File: src/rtl/vga_pkg.sv
// Shared constants and types for the VGA / VRAM subsystem.
// FB_DEPTH is the number of framebuffer words. pixel_t is one RGB444 word.
package vga_pkg;

  localparam int unsigned ADDR_W      = 17;
  localparam int unsigned DATA_W      = 12;
  localparam int unsigned FB_W        = 320;
  localparam int unsigned FB_H        = 240;
  localparam int unsigned SCALE_SHIFT = 1;
  localparam int unsigned FB_DEPTH    = FB_W * FB_H;

  typedef logic [DATA_W-1:0] pixel_t;

endpackage

File: src/rtl/rr_arb2.sv
// Two-requester round-robin arbiter.
// Ports:
//   clk, reset   clock and asynchronous active-high reset
//   req_i[1:0]   per-requester request
//   en_i         grant enable; when low no grant is issued and the pointer holds
//   gnt_o[1:0]   one-hot (or zero) combinational grant
// The pointer names the requester that wins the next contested grant. It flips
// only when both requesters are present and a grant is actually issued.
module rr_arb2 (
  input  logic       clk,
  input  logic       reset,
  input  logic [1:0] req_i,
  input  logic       en_i,
  output logic [1:0] gnt_o
);

  logic ptr_q, ptr_d;
  logic contested;

  assign contested = en_i & req_i[0] & req_i[1];

  always_comb begin
    gnt_o = 2'b00;
    ptr_d = ptr_q;
    if (en_i) begin
      if (contested) begin
        gnt_o = ptr_q ? 2'b10 : 2'b01;
        ptr_d = ~ptr_q;
      end else begin
        gnt_o = req_i;
      end
    end
  end

  always_ff @(posedge clk or posedge reset) begin
    if (reset) begin
      ptr_q <= 1'b0;
    end else begin
      ptr_q <= ptr_d;
    end
  end

endmodule

File: src/rtl/vram_arbiter.sv
// Arbitrates one single-port VRAM between VGA scan-out and two writers.
// Ports:
//   clk, reset             clock and asynchronous active-high reset
//   i_pix_stb, active, x, y  timing generator inputs (one strobe per pixel)
//   pix_rgb, pix_valid     registered colour, valid pulses 3 clk after the strobe
//   ram_addr/we/wdata      registered VRAM command; ram_rdata returns 1 clk later
//   wr_req, wr_addr*, wr_data*  writer request inputs
//   wr_ack, wr_err         per-writer grant pulse and out-of-range pulse
// Scan reads always win the slot. An off-framebuffer pixel carries a black token
// down the same pipeline and leaves the slot to the writers.
module vram_arbiter #(
  parameter int unsigned ADDR_W      = vga_pkg::ADDR_W,
  parameter int unsigned DATA_W      = vga_pkg::DATA_W,
  parameter int unsigned FB_W        = vga_pkg::FB_W,
  parameter int unsigned FB_H        = vga_pkg::FB_H,
  parameter int unsigned SCALE_SHIFT = vga_pkg::SCALE_SHIFT
) (
  input  logic              clk,
  input  logic              reset,
  input  logic              i_pix_stb,
  input  logic              active,
  input  logic [15:0]       x,
  input  logic [15:0]       y,
  output logic [DATA_W-1:0] pix_rgb,
  output logic              pix_valid,
  output logic [ADDR_W-1:0] ram_addr,
  output logic              ram_we,
  output logic [DATA_W-1:0] ram_wdata,
  input  logic [DATA_W-1:0] ram_rdata,
  input  logic [1:0]        wr_req,
  input  logic [ADDR_W-1:0] wr_addr0,
  input  logic [DATA_W-1:0] wr_data0,
  input  logic [ADDR_W-1:0] wr_addr1,
  input  logic [DATA_W-1:0] wr_data1,
  output logic [1:0]        wr_ack,
  output logic [1:0]        wr_err
);

  localparam int unsigned FbDepth = FB_W * FB_H;

  // Scan decision
  logic              scan_need, scan_in_range, scan_rd, scan_blk;
  logic [15:0]       fx, fy;
  logic [ADDR_W-1:0] scan_addr;

  assign scan_need     = i_pix_stb & active;
  assign fx            = x >> SCALE_SHIFT;
  assign fy            = y >> SCALE_SHIFT;
  assign scan_in_range = (32'(fx) < FB_W) && (32'(fy) < FB_H);
  assign scan_rd       = scan_need & scan_in_range;
  assign scan_blk      = scan_need & ~scan_in_range;
  assign scan_addr     = ADDR_W'(fy) * ADDR_W'(FB_W) + ADDR_W'(fx);

  // Writer arbitration (only in slots scan-out does not use)
  logic [1:0] gnt;
  logic [1:0] wr_in_range;

  assign wr_in_range[0] = 32'(wr_addr0) < FbDepth;
  assign wr_in_range[1] = 32'(wr_addr1) < FbDepth;

  rr_arb2 u_rr_arb2 (
    .clk   (clk),
    .reset (reset),
    .req_i (wr_req),
    .en_i  (~scan_rd),
    .gnt_o (gnt)
  );

  // Output / pipeline registers
  logic [ADDR_W-1:0] ram_addr_q, ram_addr_d;
  logic              ram_we_q, ram_we_d;
  logic [DATA_W-1:0] ram_wdata_q, ram_wdata_d;
  logic [1:0]        wr_ack_q, wr_ack_d;
  logic [1:0]        wr_err_q, wr_err_d;
  logic              s1_vld_q, s1_vld_d, s1_blk_q, s1_blk_d;
  logic              s2_vld_q, s2_vld_d, s2_blk_q, s2_blk_d;
  logic [DATA_W-1:0] pix_rgb_q, pix_rgb_d;
  logic              pix_valid_q, pix_valid_d;

  always_comb begin
    ram_addr_d  = ram_addr_q;
    ram_we_d    = 1'b0;
    ram_wdata_d = ram_wdata_q;
    wr_ack_d    = gnt;
    wr_err_d    = gnt & ~wr_in_range;

    if (scan_rd) begin
      ram_addr_d = scan_addr;
    end else if (gnt[0]) begin
      ram_addr_d  = wr_addr0;
      ram_wdata_d = wr_data0;
      ram_we_d    = wr_in_range[0];
    end else if (gnt[1]) begin
      ram_addr_d  = wr_addr1;
      ram_wdata_d = wr_data1;
      ram_we_d    = wr_in_range[1];
    end

    // t+1: address on the RAM; t+2: data back; t+3: colour registered
    s1_vld_d    = scan_need;
    s1_blk_d    = scan_blk;
    s2_vld_d    = s1_vld_q;
    s2_blk_d    = s1_blk_q;
    pix_valid_d = s2_vld_q;
    pix_rgb_d   = pix_rgb_q;
    if (s2_vld_q) begin
      pix_rgb_d = s2_blk_q ? '0 : ram_rdata;
    end
  end

  always_ff @(posedge clk or posedge reset) begin
    if (reset) begin
      ram_addr_q  <= '0;
      ram_we_q    <= 1'b0;
      ram_wdata_q <= '0;
      wr_ack_q    <= 2'b00;
      wr_err_q    <= 2'b00;
      s1_vld_q    <= 1'b0;
      s1_blk_q    <= 1'b0;
      s2_vld_q    <= 1'b0;
      s2_blk_q    <= 1'b0;
      pix_rgb_q   <= '0;
      pix_valid_q <= 1'b0;
    end else begin
      ram_addr_q  <= ram_addr_d;
      ram_we_q    <= ram_we_d;
      ram_wdata_q <= ram_wdata_d;
      wr_ack_q    <= wr_ack_d;
      wr_err_q    <= wr_err_d;
      s1_vld_q    <= s1_vld_d;
      s1_blk_q    <= s1_blk_d;
      s2_vld_q    <= s2_vld_d;
      s2_blk_q    <= s2_blk_d;
      pix_rgb_q   <= pix_rgb_d;
      pix_valid_q <= pix_valid_d;
    end
  end

  assign ram_addr  = ram_addr_q;
  assign ram_we    = ram_we_q;
  assign ram_wdata = ram_wdata_q;
  assign wr_ack    = wr_ack_q;
  assign wr_err    = wr_err_q;
  assign pix_rgb   = pix_rgb_q;
  assign pix_valid = pix_valid_q;

endmodule

File: config.mk
export PLATFORM = sky130hd
export DESIGN_NAME = vram_arbiter
export DESIGN_NICKNAME = d
export VERILOG_FILES = /design/src/rtl/vga_pkg.sv /design/src/rtl/rr_arb2.sv /design/src/rtl/vram_arbiter.sv
export SDC_FILE = /design/constraint.sdc
export NUM_CORES = 1
export LEC_CHECK = 0
export ABC_AREA = 1
export ABC_CLOCK_PERIOD_IN_PS = 4500
export CELL_PAD_IN_SITES_DETAIL_PLACEMENT = 0
export CELL_PAD_IN_SITES_GLOBAL_PLACEMENT = 2
export CORE_ASPECT_RATIO = 0.8
export CORE_MARGIN = 2
export CORE_UTILIZATION = 25
export CTS_BUF_LIST = sky130_fd_sc_hd__clkbuf_2 sky130_fd_sc_hd__clkbuf_4 sky130_fd_sc_hd__clkbuf_8
export CTS_CLUSTER_SIZE = 16
export DETAILED_ROUTE_END_ITERATION = 8
export GPL_ROUTABILITY_DRIVEN = 0
export GPL_TIMING_DRIVEN = 1
export PLACE_DENSITY = 0.85
export SETUP_SLACK_MARGIN = 0.05
export SLEW_MARGIN = 10
export SYNTH_ARGS = -nofsm -noshare
export SYNTH_HDL_FRONTEND = slang
export SYNTH_HIERARCHICAL = 1
export SYNTH_SLANG_ARGS = --single-unit
export TNS_END_PERCENT = 1
File: constraint.sdc
create_clock -name clk -period 4.5 [get_ports clk]
set_clock_uncertainty 0.05 [all_clocks]
set_input_delay 0.9 -clock clk [delete_from_list [all_inputs] [get_ports clk]]
set_output_delay 0.9 -clock clk [all_outputs]
set_load 0.01 [all_outputs]
Word level (Yosys, flattened, before mapping):

Cells that the tools add are included.

* add/sub/neg operators: 1
* $mul: 1
* order comparisons: 4
* multiplexer cells: 12
* bitwise gates (word level): 10
* reduce and logical (&&, ||, !) cells: 5

Operator list (count)
* $mux 17: 3
* $mux 12: 3
* $lt 17x17->1 const B: 2
* $add 17x15->17: 1
* $lt 15x8->1 const B: 1
* $lt 15x9->1 const B: 1
* $mul 15x3->11 const B: 1
* $mux 2: 3
* $and 1x1->1: 5
* $reduce_and 2->1: 2
* $mux 1: 3
* $not 1->1: 3
* $reduce_bool 3->1: 1
* $and 2x2->2: 1
* $not 2->2: 1
* $reduce_bool 2->1: 1
* $logic_and 1x1->1: 1

* register bits: 52
* input bits: 108
* output and inout port bits: 47
* word-level logic and storage cells: 45

Longest topological paths before layout:

* depth after elaboration: 11
* depth in mapped cells: 18
* gate-level depth less buffers: 18

Cells and area by module:

Netlist, hierarchy kept.

Modules (own cells, without submodules)
* vram_arbiter: times used 1, cells each 447, area each 3398.3 um2, seq. area each 1276.2 um2
* rr_arb2: times used 1, cells each 11, area each 68.8 um2, seq. area each 25.0 um2

Worst setup path after synthesis:

OpenSTA, ideal clock, no wires.

* path type: input port to flip-flop
* start point: input port y[2]
* end point: register ram_addr_q[14] (netlist: ram_addr[14])
* setup time: 0.113 ns
* data arrival time: 3.029 ns
* required time: 4.337 ns
* path slack: 1.308 ns
* cell stages on the path: 17
* buffers on the path: 0
* cell sequence: ha_1 > ha_1 > fa_1 > xor2_1 > ha_1 > nand2_1 > inv_1 > nand2_1 > nand2_1 > nor2_1 > nor2_1 > o21ai_0 > nand2_1 > nand2_1 > nand2_1 > nand2_1 > inv_1

* cells in the longest elaborated chain, start to end: 10
* elaborated cells between the ends (all ways): 13
* those cells by class: 1 x add/sub; 1 x mul; 1 x order compare; 4 x mux; 4 x bitwise; 2 x reduce/logical

RTL lines
* start: declaration: RTL line vram_arbiter.sv:23 `input logic [15:0] y,`
* branches (longest 10 deep; another with $add 17x15->17)
* end signal: assignment: RTL line vram_arbiter.sv:125 `ram_addr_q <= ram_addr_d;`
* end: declaration: RTL line vram_arbiter.sv:70 `logic [ADDR_W-1:0] ram_addr_q, ram_addr_d;`

Parallel ways; which one is timed is not known.
A chain may end at the register's enable or synchronous reset.

Final worst setup path:

* start point: input port y[8]
* end point: register ram_wdata_q[3] (netlist: ram_wdata[3])

* cells in the longest elaborated chain, start to end: 10
* elaborated cells between the ends (all ways): 11
* those cells by class: 1 x order compare; 3 x mux; 4 x bitwise; 3 x reduce/logical

RTL lines
* $lt 15x8->1 (*): RTL line vram_arbiter.sv:49 `assign scan_in_range = (32'(fx) < FB_W) && (32'(fy) < FB_H);`
* $logic_and 1x1->1 (*): RTL line vram_arbiter.sv:49
* $and 1x1->1 (*): RTL line vram_arbiter.sv:50 `assign scan_rd = scan_need & scan_in_range;`
* $not 1->1 (no line)
* $and 1x1->1 (2 in a row): RTL line rr_arb2.sv:20 `assign contested = en_i & req_i[0] & req_i[1];`
* $mux 2: RTL line rr_arb2.sv:26 `if (contested) begin`
* $mux 2 (*): RTL line rr_arb2.sv:25 `if (en_i) begin`
* named net gnt[0]: RTL line vram_arbiter.sv:55 `logic [1:0] gnt;`
* $reduce_bool 2->1 (no line)
* $reduce_and 2->1 (no line)
* end signal: assignment: RTL line vram_arbiter.sv:127 `ram_wdata_q <= ram_wdata_d;`
* end: declaration: RTL line vram_arbiter.sv:72 `logic [DATA_W-1:0] ram_wdata_q, ram_wdata_d;`

The timed path passes the listed nets; every way through them passes the cells marked *.

==> results.py <==
metrics = {
    "outcome": {
        "run_status": "finished, final reports clean",
    },
    "power": {
        "switching_share_pct": 33.3,
        "flop_pwr_share_pct": 37.0,
        "static_leakage_nw": 2.43,
        "share_clk_of_total_power_pct": 21.9,
        "power.net_switching_w": 0.000523,
        "power.combinational.fraction_pct": 41.2,
        "vdd_drop_max_mv": 0.128,
        "pwr_density_cell_mw_per_mm2": 300,
        "internal_power_w": 0.00105,
    },
    "setup_path": {
        "path_delay_family": "simple AND/OR/NAND/NOR gates",
        "cp_data_arrival_time_ns": 3.82,
        "worst_path_max_delay_cell": "inv_1",
        "crit_required_ns": 4.66,
        "critical-path-max-stage-delay_ns": 0.57,
        "crit_path_start": "y[8]",
        "setup.worst_path.class": "in -> reg",
        "worstPathMaxFanout": 26,
        "crit_chain": "clkdlybuf4s50_1 -> nand2_1 -> nor2_1 -> nor3_4 -> nand3_4 -> nand2_1 -> a21oi_4 -> inv_1 -> or2_2 -> o211ai_1 -> nand2_1",
        "start_kind": "input pin",
        "critical_path.reg2reg.startpoint": "u_rr_arb2/ptr_q$_DFFE_PP0P_",
        "timing.critical_path.mode_cell": "nand2_1",
        "setup.worst_path.end_class": "flop",
        "cp.buffers_inverters": 2,
    },
    "synthesis": {
        "ys_async_sr_fraction_pct": 100,
        "syn-instance-count": 458,
        "synth_enable_flop_cells": 0,
        "cell_area_synth_mm2": 0.00347,
        "syn-mean-instance-area_um2": 7.57,
        "postSynthNetCount": 593,
        "synth-seq-area-share_pct": 37.5,
        "yosys_warnings": 6,
        "ys_types": 39,
        "yosys_register_bits": 52,
        "ys.flop_type": "dfrtp_1",
    },
    "route": {
        "drt-initial-drc-count": 182,
        "detail_route.wl_per_cell_um": 13.3,
        "drt_first_pass_iters": 6,
        "routed-via-count": 3410,
        "final_routed_wirelength_across_all_metal_layers_mm": 10.5,
        "drc_errors": 0,
        "detail_route.vias_per_cell": 4.35,
        "drtAntennaViolNets": 0,
    },
    "die": {
        "core-area_mm2": 0.0136,
        "placement_rows": 38,
        "fp.dieW_um": 136,
        "chipHeight_um": 109,
        "initial_utilization_pct": 25.6,
        "top_level_ports": 155,
        "die_area_mm2": 0.0148,
    },
    "placed_design": {
        "dp_cells": 776,
        "hpwl_mm": 8.20,
        "dpl-instance-area_mm2": 0.00512,
        "buffer_ports.inserted": 152,
    },
    "clock_tree": {
        "clock_tree_from_tritoncts": "yes",
        "cts-root-to-sink-buffers": 2,
        "setup_buffers_after_cts": 0,
        "clkSlewWorstSetupHoldPaths_ns": 0.10,
        "cts-root-buf": "clkbuf_8",
        "numCtsBuffers": 5,
        "clk-insertion-delay-late_ns": 0.31,
        "clock-sinks": 52,
        "cts_max_level": 2,
        "cts.repair.resized": 0,
        "holdBufCountCts": 0,
    },
    "finish": {
        "cell_area_after_layout_mm2": 0.00523,
        "synthToLayoutAreaGrowth_pct": 51.0,
        "layout.filler_cells": 1415,
        "commonest_non_fill_non_tap_cell_in_the_layout": "nand2_1",
        "share_of_post_route_cells_with_drive_strength_above_1_pct": 5.46,
        "final_cells": 784,
        "inserted_diodes": 0,
        "final_nets": 738,
        "highest_count_cells_in_the_layout_ignoring_fill_and_taps": "154 x nand2_1, 152 x clkdlybuf4s50_1, 52 x dfrtp_1, 44 x inv_1, 39 x nand3_1",
    },
    "sta": {
        "slew_viol_final": 0,
        "fmax_mhz": 273,
        "report.final.hold_viol_count": 0,
        "worst-slew-pin-transition_ns": 0.922,
        "timing.final.crit_share_pct": 81.3,
        "slew_headroom_pct": 38.5,
        "fin_crit_ns": 3.66,
        "unrepaired_setup_endpoints_after_global_routing": "false",
        "final.setup.tns_ns": 0,
        "finalHoldWorstSlack_ns": 0.306,
        "setup_viol": 0,
    },
    "grt": {
        "number_of_antenna_violations_at_the_first_check_in_global_routing": 0,
        "wire_length_of_the_first_global_routing_pass_mm": 16.7,
        "grt_start_max_net_pins": 52,
        "overall_overflow_remaining_after_global_route": 0,
        "track_usage_pct": 14.1,
        "first_global_vias": 3440,
    },
    "worst_hold_path": {
        "min_path_type": "reg -> reg",
        "hold_path_startpoint": "s1_vld_q$_DFF_PP0_",
    },
    "flow_run": {
        "drv_cap": 0,
    },
}
[cells in the mapped netlist, drive strengths merged, types with 2 or more instances]
library cell,number,share of area (%)
nand4,3,0.54
nor3,3,0.76
inv,46,5.1
o21a,2,0.43
ha,25,9.0
buf,8,2.6
nand3,40,6.1
xnor2,5,1.3
nand2,156,17
nand3b,3,0.65
or2,16,3.0
fa,2,1.2
o21ai,23,3.3
a21oi,16,2.3
dfrtp,52,38
xor2,4,1.0
o211ai,13,2.8
nor2,27,3.0
clkbuf,7,0.76
[final cells by class]
type	count	area, um2	area share (%)
multi-input combinational	344	1880	35.9
clock buffer	6	76.3	1.46
sequential	52	1300	24.9
tap	180	225	4.30
timing repair buffer	153	1530	29.2
inverter	47	185	3.54
clock inverter	2	38.8	0.741
[sequential cells by signal (all words and copies together), names as in the netlist, 2 cells and up]
signal and flops:
pix_rgb 12, ram_addr 17, ram_wdata 12, wr_ack 2, wr_err 2
[per-stage QoR]
stage                     utilization [%]  setup slack, ns  power [W]
after global placement               37.8            0.531    0.00124
after CTS                            38.6            0.832    0.00160
after floorplan                         -             1.31   0.000927
after detailed placement             37.8            0.484    0.00124
after global routing                 38.6            0.563    0.00169
final                                38.6            0.841    0.00157
[path summary, 6_finish.rpt]
check / to / slack, ns / cells past startpoint
setup / recovery: ram_wdata[3]$_DFFE_PP0P_ / 0.84 / 11
hold / removal: pix_valid_d$_DFF_PP0_ / 0.31 / 0
setup reg to reg: ram_wdata[3]$_DFFE_PP0P_ / 2.17 / 5
hold reg to reg: pix_valid_d$_DFF_PP0_ / 0.31 / 0
max in group asynchronous: ram_addr[15]$_DFFE_PP0P_ / 2.79 / 2
min in group asynchronous: u_rr_arb2/ptr_q$_DFFE_PP0P_ / 0.73 / 2
[metal layers]
metal,GRT usage (%),wire [um],vias up
met4,2.60,49,0
met5,0,0,-
met3,3.37,682,5
met1,19.5,5160,1542
met2,22.6,4560,96
li1,-,-,1767
[power groups by stage]
| stage | sequential (W) | combinational, W | clock [W] |
|---|---|---|---|
| finish | 0.000581 | 0.000647 | 0.000343 |
| detailed placement | 0.000590 | 0.000653 | 0 |
| global route | 0.000592 | 0.000727 | 0.000375 |
| floorplan | 0.000617 | 0.000310 | 0 |
| global placement | 0.000588 | 0.000651 | 0 |
| CTS | 0.000582 | 0.000656 | 0.000358 |
[kinds of logic (layout without fill, tap and decap cells)]
group / after synthesis / after routing / synth area share [%]
AO/OA/AOI/OAI: 58 / 58 / 9.67
XOR/XNOR: 9 / 9 / 2.27
adder cells (fa/ha/maj): 27 / 27 / 10.2
buffers and inverters: 62 / 208 / 8.63
flip-flops: 52 / 52 / 37.5
multiplexers: 1 / 1 / 0.325
AND/OR/NAND/NOR: 249 / 249 / 31.4
No activity file was read; power rests on OpenSTA's default activity.
